`src/rtl/fetch_unit.sv`:
```
// fetch_unit: owns the fetch PC and issues in-order, pipelined requests to a
// variable-latency instruction memory. Returned words are buffered with their
// PCs in a small FIFO and handed to decode over a valid/ready handshake.
// Redirects from execute flush the buffer and drop responses still in flight.
//
// Ports:
//   clk, n_rst                       clock, asynchronous active-low reset
//   imem_req_valid/ready/addr        request channel (addr = fetch PC)
//   imem_rsp_valid/data              in-order response channel, never stalled
//   redirect_valid/pc                redirect from execute
//   instr_valid/ready/data/pc        FIFO head towards decode
//   misaligned_fault                 one-cycle pulse after a misaligned redirect
//   inflight                         outstanding requests that will be kept
module fetch_unit #(
    parameter int              XLEN       = 32,
    parameter logic [XLEN-1:0] RESET_PC   = '0,
    parameter int              FIFO_DEPTH = 4,
    parameter int              PC_STEP    = 4
) (
    input  logic                          clk,
    input  logic                          n_rst,
    output logic                          imem_req_valid,
    input  logic                          imem_req_ready,
    output logic [XLEN-1:0]               imem_req_addr,
    input  logic                          imem_rsp_valid,
    input  logic [31:0]                   imem_rsp_data,
    input  logic                          redirect_valid,
    input  logic [XLEN-1:0]               redirect_pc,
    output logic                          instr_valid,
    input  logic                          instr_ready,
    output logic [31:0]                   instr_data,
    output logic [XLEN-1:0]               instr_pc,
    output logic                          misaligned_fault,
    output logic [$clog2(FIFO_DEPTH):0]   inflight
);

    localparam int PW = $clog2(FIFO_DEPTH);
    localparam int CW = PW + 1;
    localparam int OW = CW + 2;
    localparam logic [OW-1:0]   DEPTH_C = OW'(FIFO_DEPTH);
    localparam logic [XLEN-1:0] STEP_C  = XLEN'(PC_STEP);

    logic [XLEN-1:0] fetch_pc;
    logic            run;          // holds off the first request for one cycle after reset
    logic [CW-1:0]   fifo_count;
    logic [CW-1:0]   drop_cnt;
    logic [PW-1:0]   fifo_wr_ptr;
    logic [PW-1:0]   fifo_rd_ptr;
    logic [PW-1:0]   tag_wr_ptr;
    logic [PW-1:0]   tag_rd_ptr;

    logic [31:0]     fifo_data [FIFO_DEPTH];
    logic [XLEN-1:0] fifo_pc   [FIFO_DEPTH];
    logic [XLEN-1:0] tag_pc    [FIFO_DEPTH];

    logic [OW-1:0]   occupancy;
    logic            issue;
    logic            rsp_dec;      // response belongs to a live request
    logic            rsp_keep;     // response is written into the FIFO
    logic            rsp_drop;     // response is for a pre-redirect request
    logic            pop;

    // Credit uses registered counts only, so no response input reaches
    // imem_req_valid combinationally.
    assign occupancy      = OW'(fifo_count) + OW'(inflight) + OW'(drop_cnt);
    assign imem_req_valid = run && !redirect_valid && (occupancy < DEPTH_C);
    assign imem_req_addr  = fetch_pc;
    assign issue          = imem_req_valid && imem_req_ready;

    assign rsp_dec  = imem_rsp_valid && (drop_cnt == '0);
    assign rsp_drop = imem_rsp_valid && (drop_cnt != '0);
    assign rsp_keep = rsp_dec && !redirect_valid;

    assign instr_valid = (fifo_count != '0);
    assign instr_data  = fifo_data[fifo_rd_ptr];
    assign instr_pc    = fifo_pc[fifo_rd_ptr];
    assign pop         = instr_valid && instr_ready && !redirect_valid;

    // Control state: PC, counters, pointers
    always_ff @(posedge clk or negedge n_rst) begin
        if (!n_rst) begin
            run              <= 1'b0;
            fetch_pc         <= RESET_PC;
            inflight         <= '0;
            drop_cnt         <= '0;
            fifo_count       <= '0;
            fifo_wr_ptr      <= '0;
            fifo_rd_ptr      <= '0;
            tag_wr_ptr       <= '0;
            tag_rd_ptr       <= '0;
            misaligned_fault <= 1'b0;
        end else begin
            run              <= 1'b1;
            misaligned_fault <= redirect_valid && (redirect_pc[1:0] != 2'b00);

            if (issue)
                tag_wr_ptr <= tag_wr_ptr + PW'(1);
            // Every response retires its tag, kept or dropped.
            if (imem_rsp_valid)
                tag_rd_ptr <= tag_rd_ptr + PW'(1);

            if (redirect_valid) begin
                fetch_pc    <= {redirect_pc[XLEN-1:2], 2'b00};
                // Everything still outstanding becomes droppable; a response
                // landing this same cycle is already accounted for.
                drop_cnt    <= drop_cnt + inflight - CW'(imem_rsp_valid);
                inflight    <= '0;
                fifo_count  <= '0;
                fifo_rd_ptr <= fifo_wr_ptr;
            end else begin
                if (issue)
                    fetch_pc <= fetch_pc + STEP_C;

                if (issue && !rsp_dec)
                    inflight <= inflight + CW'(1);
                else if (!issue && rsp_dec)
                    inflight <= inflight - CW'(1);

                if (rsp_drop)
                    drop_cnt <= drop_cnt - CW'(1);

                if (rsp_keep)
                    fifo_wr_ptr <= fifo_wr_ptr + PW'(1);
                if (pop)
                    fifo_rd_ptr <= fifo_rd_ptr + PW'(1);

                if (rsp_keep && !pop)
                    fifo_count <= fifo_count + CW'(1);
                else if (!rsp_keep && pop)
                    fifo_count <= fifo_count - CW'(1);
            end
        end
    end

    // Storage: tag queue and instruction buffer, no reset needed
    always_ff @(posedge clk) begin
        if (issue)
            tag_pc[tag_wr_ptr] <= fetch_pc;
        if (rsp_keep) begin
            fifo_data[fifo_wr_ptr] <= imem_rsp_data;
            fifo_pc[fifo_wr_ptr]   <= tag_pc[tag_rd_ptr];
        end
    end

    // A response with nothing outstanding means the memory broke protocol.
    rsp_has_owner: assert property (@(posedge clk) disable iff (!n_rst)
        imem_rsp_valid |-> ((inflight != '0) || (drop_cnt != '0)));

endmodule

```
`config.mk`:
```
export PLATFORM = sky130hd
export DESIGN_NAME = fetch_unit
export DESIGN_NICKNAME = d
export VERILOG_FILES = /design/src/rtl/fetch_unit.sv
export SDC_FILE = /design/constraint.sdc
export NUM_CORES = 1
export LEC_CHECK = 0
export CORE_MARGIN = 10
export CORE_UTILIZATION = 61
export DETAILED_ROUTE_END_ITERATION = 7
export GPL_TIMING_DRIVEN = 0
export MAX_ROUTING_LAYER = met4
export PLACE_DENSITY_LB_ADDON = 0.1
export SYNTH_ARGS = -nofsm -noshare
export SYNTH_HDL_FRONTEND = slang
export SYNTH_SLANG_ARGS = --single-unit
```
`constraint.sdc`:
```
create_clock -name clk -period 7.5 [get_ports clk]
set_clock_uncertainty 0.2 [all_clocks]
set_input_delay 2.25 -clock clk [delete_from_list [all_inputs] [get_ports clk]]
set_output_delay 2.25 -clock clk [all_outputs]
set_load 0.03 [all_outputs]
```
### Word-level counts from Yosys, hierarchy flattened

Memory sizes are Yosys's and may differ from the RTL's.
Cells that the tools add are included.

* add/sub/neg operators: 14
* $lt $le $gt $ge: 1
* muxes and demuxes: 16
* bitwise operators: 1
* reductions and logical operators: 28

Operators with widths (count)
* 32-bit 2-to-1 mux: 2
* 32-bit by 3-bit adder with 32-bit output, second input constant: 1
* 3-bit 2-to-1 mux: 8
* 1-bit logical AND: 13
* 3-bit nonzero test: 4
* 3-bit by 1-bit subtractor with 3-bit output, second input constant: 3
* 2-bit by 1-bit adder with 2-bit output, second input constant: 4
* 2-bit nonzero test: 4
* 3-bit by 1-bit adder with 3-bit output, second input constant: 2
* 4-bit by 3-bit adder with 5-bit output: 1
* 1-bit zero test: 5
* 5-bit by 3-bit < comparator with 1-bit output, second input constant: 1
* 3-bit by 3-bit adder with 4-bit output: 1
* 1-bit 2-to-1 mux: 4
* 2-bit 2-to-1 mux: 2
* 3-bit adder: 1
* 3-bit zero test: 1
* 3-bit by 1-bit subtractor with 3-bit output: 1
* 2-bit AND reduction: 1
* 1-bit inverter: 1

* register bits: 51
* bits in writable memories: 384
* bits of input ports: 70
* output and inout port bits: 102
* word-level logic and storage cells: 73
* memories: 3

Memories
* fifo_data: depth 4, bits a word 32, rd ports 1, clocked after memory_dff 0, wr ports 1, line 52 `logic [31:0] fifo_data [FIFO_DEPTH];`
* fifo_pc: depth 4, bits a word 32, rd ports 1, clocked after memory_dff 0, wr ports 1, line 53 `logic [XLEN-1:0] fifo_pc [FIFO_DEPTH];`
* tag_pc: depth 4, bits a word 32, rd ports 1, clocked after memory_dff 0, wr ports 1, line 54 `logic [XLEN-1:0] tag_pc [FIFO_DEPTH];`

### Longest topological paths before layout

Gate-level depths: netlist (run 1).

* word-level depth: 10
* mapped depth: 13
* gate-level depth less buffers: 12

### Worst setup path before layout (run 1)

No wires, ideal clock.

* path kind: input -> output
* start: in redirect_valid
* end: out imem_req_valid
* arrival: 3080 ps
* data required time: 5050 ps
* path slack: 1970 ps
* stages: 4
* buffers on the path: 1
* cell sequence: clkbuf_8 > nor2_2 > o211ai_1 > nor2_1

* word-level cells in the longest chain between the ends: 3

Ends and longest elaborated chain
* start: declaration: line 27 `input logic redirect_valid,`
* 1-bit zero test: line 66 `assign imem_req_valid = run && !redirect_valid && (occupancy < DEPTH_C);`
* 1-bit logical AND (2 in series): line 66
* end: declaration: line 22 `output logic imem_req_valid,`

No other way between the ends.

### Final worst setup path (run 1)

Ends and elaborated chain as after synthesis.

==> flow_summary.ini, run 1 <==
[setup_path]
crit_path_end_kind = output port
worstPathRequired_ns = 5.05
critPathArrivalTime_ns = 3.51
path_class = input port to output port
critPathMaxFanout = 7
cp-start-kind = input port

[sta]
fin_crit_sh = 0.794
slew-limit-headroom = 0.384
rsz0062_at_grt = false
period_needed_ns = 5.96
final_hold_viol_count = 0
slew_viol_final = 0
finalSetupViolations = 0
timing.hold.ws_ns = 0.322
setup_slack_ns = 1.54
tightest_slew_ns = 0.925
fmax_ghz = 0.168
fin_setup_tns_ns = 0

[synthesis]
syn_area_sq_um = 16600
ys.flop_type = edfxtp_1
synth_top_family_by_area = multiplexers
synth_compound_area_frac = 0.0305
synthAdderAreaFrac = 0.0193
yosysTopAreaCell = edfxtp_1
synth_area_leaders = edfxtp_1 67%, mux4_2 12%, dfrtp_1 7.4%, ha_1 1.2%, xnor2_1 0.79%
ys_warn_count = 0
synthXorXnorAreaFrac = 0.0100
async_flop_share = 0.118
yosys.area_share.simple = 0.0483
synth.area.mux_share = 0.132
yosysTopAreaCellShare = 0.666
synth_edf_count = 368
netlist_instances = 839
synth_cell_types = 66
yosysSeqAreaShare = 0.740
synth-seq-cells = 417
syn_area_per_cell_sq_um = 19.8

[detailed_routing]
drtIter0Drc = 812
wl_per_cell_microns = 23.9
vias = 8635
finalWirelength_mm = 34.2
via_per_inst = 6.05
drtPass1Iterations = 5
drc = 0
antenna_left = 0

[clock_network]
root_buffer = clkbuf_16
cts_buffers = 41
post_cts_resized = 0
clock-sinks = 417
cts_tree = built
post-cts-setup-buffers = 0
cts.htree.levels = 2
insertion_delay_ns = 0.53
ctsHoldBuffers = 0
clk_path_buf_depth = 3
clk_pin_slew_ns = 0.06

[global_route]
grt_pass1_wl_mm = 52.8
antenna_found_initial = 0
grt_pass1_vias = 9131
track_usage = 0.209
grt_max_degree = 60
grt_overflow = 0

[finish]
final_cell_mix = 368 x edfxtp_1, 165 x clkdlybuf4s50_1, 92 x mux4_2
finalNetCount = 1148
multi_input_area_sq_um = 4020
n_fill_cell = 1565
drive_gt1_frac = 0.189
layout_commonest_cell = edfxtp_1
antenna_cells = 0
area_delta_synth_final_pct = 21.3
regArea_sq_um = 12300

[floorplan]
io_pins = 172
rows = 60
start_util = 0.617
fp.dieW_microns = 185
die_y_microns = 185
die-area_sq_um = 34200
placeableCoreArea_sq_um = 26900

[place]
numPortBuffers = 166
gp_congestion = 0.877
dp_hpwl_mm = 21.9
post-place-ws_ns = 1.56

[flow_run]
drv_cap = 0

[outcome]
status = completed

[worst_hold_path]
hp-class = flop to flop

[pwr]
ir_worst_vdd_uv = 236
leakage_nw = 6.79
power.density_nw_per_um2 = 369
-- worst paths after layout --
kind	start	endpoint	slack, ns	cells after the start
worst max-delay path	redirect_valid	imem_req_valid	1.54	5
worst min-delay path	drop_cnt[2]	drop_cnt[2]	0.32	1
worst max register to register	fifo_count[1]	inflight[2]	3.54	13
worst min register to register	drop_cnt[2]	drop_cnt[2]	0.32	1
max in group asynchronous	n_rst	tag_rd_ptr[0]	5.15	2
min in group asynchronous	n_rst	fifo_wr_ptr[1]	1.42	1
-- metrics by stage --
step | util | cells | cell area [sq um] | total power, mW
floorplan | - | 842 | 16600 | 4.65
global placement | 0.696 | 1349 | 18700 | 5.49
detailed placement | 0.701 | 1354 | 18800 | 5.54
CTS | 0.749 | 1428 | 20100 | 7.51
global route | 0.749 | 1428 | 20100 | 7.77
finish | 0.749 | 1428 | 20100 | 7.43
-- power breakdown --
| group | internal [mW] | switching [mW] |
|---|---|---|
| Sequential | 2.84 | 0.134 |
| Combinational | 1.09 | 1.40 |
| Clock | 1.16 | 0.817 |
-- final cells by class --
type / instances / area share
inverter: 24 / 0.00447
timing repair buffer: 171 / 0.0887
tap: 341 / 0.0212
buffer: 42 / 0.0116
multi-input combinational: 359 / 0.200
clock buffer: 51 / 0.0554
clock inverter: 23 / 0.00920
sequential: 417 / 0.610
-- synth_stat cells, drive strengths merged (11+ instances only) --
master    n
and3     13
buf      21
clkbuf   21
dfrtp    49
edfxtp  368
ha       16
inv      24
mux4     92
nand2    34
nand3    12
nor2     23
nor3     11
o21ai    24
xnor2    15
-- cells by family after synthesis --
kind of cell / Yosys count
buffers and inverters: 66
other: 2
AOI/OAI and AO/OA: 72
xor gates and xnor gates: 19
and+or+nand+nor: 138
muxes: 103
DFF: 417
adders and majority gates: 22
-- metal layers --
metal  up-vias  track usage  wire [microns]  share of wire
li1       3828            -               -              -
met1      4404        0.286           14700           0.43
met2       349        0.323           16200           0.47
met3        54       0.0374            2510          0.073
met4         0       0.0566             716          0.021
met5         -            -               0              0
-- worst max-delay path: stages --
cell	delay, ns
clkbuf_8	0.13
nor2_2	0.20
o211ai_1	0.12
nor2_1	0.11
clkdlybuf4s50_1	0.69
-- state kept, by name, summed over array words and instances (netlist names) --
| register | flops |
|---|---|
| fifo_pc | 120 |
| misaligned_fault | 1 |
| run | 1 |
| fifo_count | 3 |
| tag_pc | 120 |
| drop_cnt | 3 |
| tag_wr_ptr | 2 |
| fifo_data | 128 |
| tag_rd_ptr | 2 |
| fifo_rd_ptr | 2 |
| inflight | 3 |
| imem_req_addr | 30 |
| fifo_wr_ptr | 2 |
Note: power is estimated with default switching activity, not from simulation.
==> run 2: changes to the inputs <==
- CORE_UTILIZATION: 61 -> 51
- clock period: 7.5 -> 5.4 ns (I/O delays scaled with it)
==> run 2 against run 1 <==
Against the previous run:
- clock power rose by 42%
- final area rose by 0.69%
- highest routed layer unchanged
- sequential share of layout area fell by 0.42 points
- critical endpoint unchanged
- die area rose by 17%
- sequential power rose by 39%
- clock-buffer cell count fell by 1
- wire length rose by 4.3%
- critical path depth rose by 2
- register-to-register slack got worse by 2.2 ns
- combinational power rose by 39%
- setup slack got worse by 1.3 ns
- utilization fell by 11 points
==> flow_summary.ini, run 2 (synthesis gave the netlist of run 1 again) <==
[finish]
drive_gt1_frac = 0.186
finalNonFillerCells = 1522
largestRegisters = fifo_data x128, fifo_pc x120, tag_pc x120
largest_register = fifo_data
finalNetCount = 1150
antenna_cells = 0
layout_commonest_cell = edfxtp_1
largest_reg_flops = 128
utilization = 0.638
area_delta_synth_final_pct = 22.2
final_cell_mix = 368 x edfxtp_1, 165 x clkdlybuf4s50_1, 92 x mux4_2
stdcell_area_sq_um = 20300

[clock_network]
insertion_delay_ns = 0.54
cts_buffers = 43
cts_tree = built
ctsHoldBuffers = 0
root_buffer = clkbuf_16
post-cts-setup-buffers = 0
clk_path_buf_depth = 3
clk_pin_slew_ns = 0.06
post_cts_resized = 0
clock-sinks = 417
cts.htree.levels = 2

[setup_path]
cp.buffers_inverters = 3
cp_slowest_stage_delay_ns = 0.64
cp_slowest_cell = clkdlybuf4s50_1
path_class = flop to output port
cp.depth = 7
r2r_setup_slack_ns = 1.37
cp-start-kind = flop
path_cells = inv_1 > fa_1 > inv_1 > ha_1 > nor4b_4 > nor2_1 > clkdlybuf4s50_1
critPathMostFrequentCell = inv_1
rr_worst_depth = 13
worstPathRequired_ns = 3.58
critPathArrivalTime_ns = 3.34
critPathMaxFanout = 9
crit_path_end_kind = output port
crit_family = buffers and inverters

[detailed_routing]
drtIter0Drc = 605
antenna_left = 0
via_per_inst = 5.66
drc = 0
finalWirelength_mm = 35.7
vias = 8614
drtPass1Iterations = 4
wl_per_cell_microns = 23.4

[floorplan]
fp.dieW_microns = 200
placeableCoreArea_sq_um = 31800
die-area_sq_um = 40200
io_pins = 172
die_y_microns = 200
start_util = 0.522
rows = 65

[sta]
slew-limit-headroom = 0.352
final_hold_viol_count = 0
slew_viol_final = 0
fin_setup_tns_ns = 0
finalSetupViolations = 0
fin_crit_sh = 0.955
tightest_slew_ns = 0.972
rsz0062_at_grt = false
fmax_ghz = 0.194
period_needed_ns = 5.16

[pwr]
ir_worst_vdd_uv = 316
p_switching_mw = 3.31
sw_frac_of_total = 0.319
intPower_mw = 7.08
p_clk_frac = 0.269
p_seq_frac = 0.397
power_mw = 10.4
p_comb_frac = 0.334
power.density_nw_per_um2 = 513
leakage_nw = 6.79

[global_route]
grt_overflow = 0
grt_max_degree = 51
grt_pass1_wl_mm = 55.6
grt_pass1_vias = 9004
antenna_found_initial = 0
track_usage = 0.183

[place]
numPortBuffers = 166
placed_area_sq_um = 19000
dp_hpwl_mm = 23.5
gp_congestion = 0.829
dp.cells = 1448

[outcome]
status = completed

[worst_hold_path]
hp-class = flop to flop
hold_depth = 1

[flow_run]
drv_cap = 0
run 2: cell types whose count changed in the layout (fill, tap and decap cells not counted), sizes merged:
cell,change
clkbuf,-1
clkinvlp,+1
run 2: worst paths after layout:
path / startpoint / to
worst max-delay path: fifo_count[2] / imem_req_valid
worst min register to register: drop_cnt[2] / drop_cnt[2]
min in group asynchronous: n_rst / inflight[2]
worst max register to register: inflight[1] / inflight[2]
worst min-delay path: drop_cnt[2] / drop_cnt[2]
max in group asynchronous: n_rst / fifo_wr_ptr[1]
run 2: power by group through the flow:
stage | Combinational, mW | Clock (mW) | Sequential, mW
2_1_floorplan | 2.23 | 0 | 4.22
3_3_place_gp | 3.49 | 0 | 4.18
3_5_place_dp | 3.54 | 0 | 4.19
4_1_cts | 3.55 | 2.86 | 4.12
5_1_grt | 3.75 | 3.00 | 4.15
6_report | 3.47 | 2.80 | 4.12
run 2: per-layer routing:
metal,track usage,share of wire,up-vias
met4,0.0481,0.020,0
met5,-,0,-
met3,0.0318,0.052,51
met1,0.256,0.45,4445
li1,-,-,3843
met2,0.276,0.48,275
run 2: through the flow:
| step | hold slack, ns | setup WS [ns] |
|---|---|---|
| after floorplan | 0.274 | 1.09 |
| after global placement | 0.318 | -0.988 |
| after detailed placement | 0.311 | 0.708 |
| after CTS | 0.327 | 0.213 |
| after global routing | 0.341 | 0.0700 |
| final | 0.327 | 0.243 |
run 2: final cells by class:
class	count	area, sq um
Multi-Input combinational cell	359	4020
Timing Repair Buffer	171	1790
Tap cell	435	544
Inverter	24	90.1
Fill cell	2223	11500
Sequential cell	417	12300
Clock inverter	24	199
Clock buffer	50	1120
Buffer	42	233
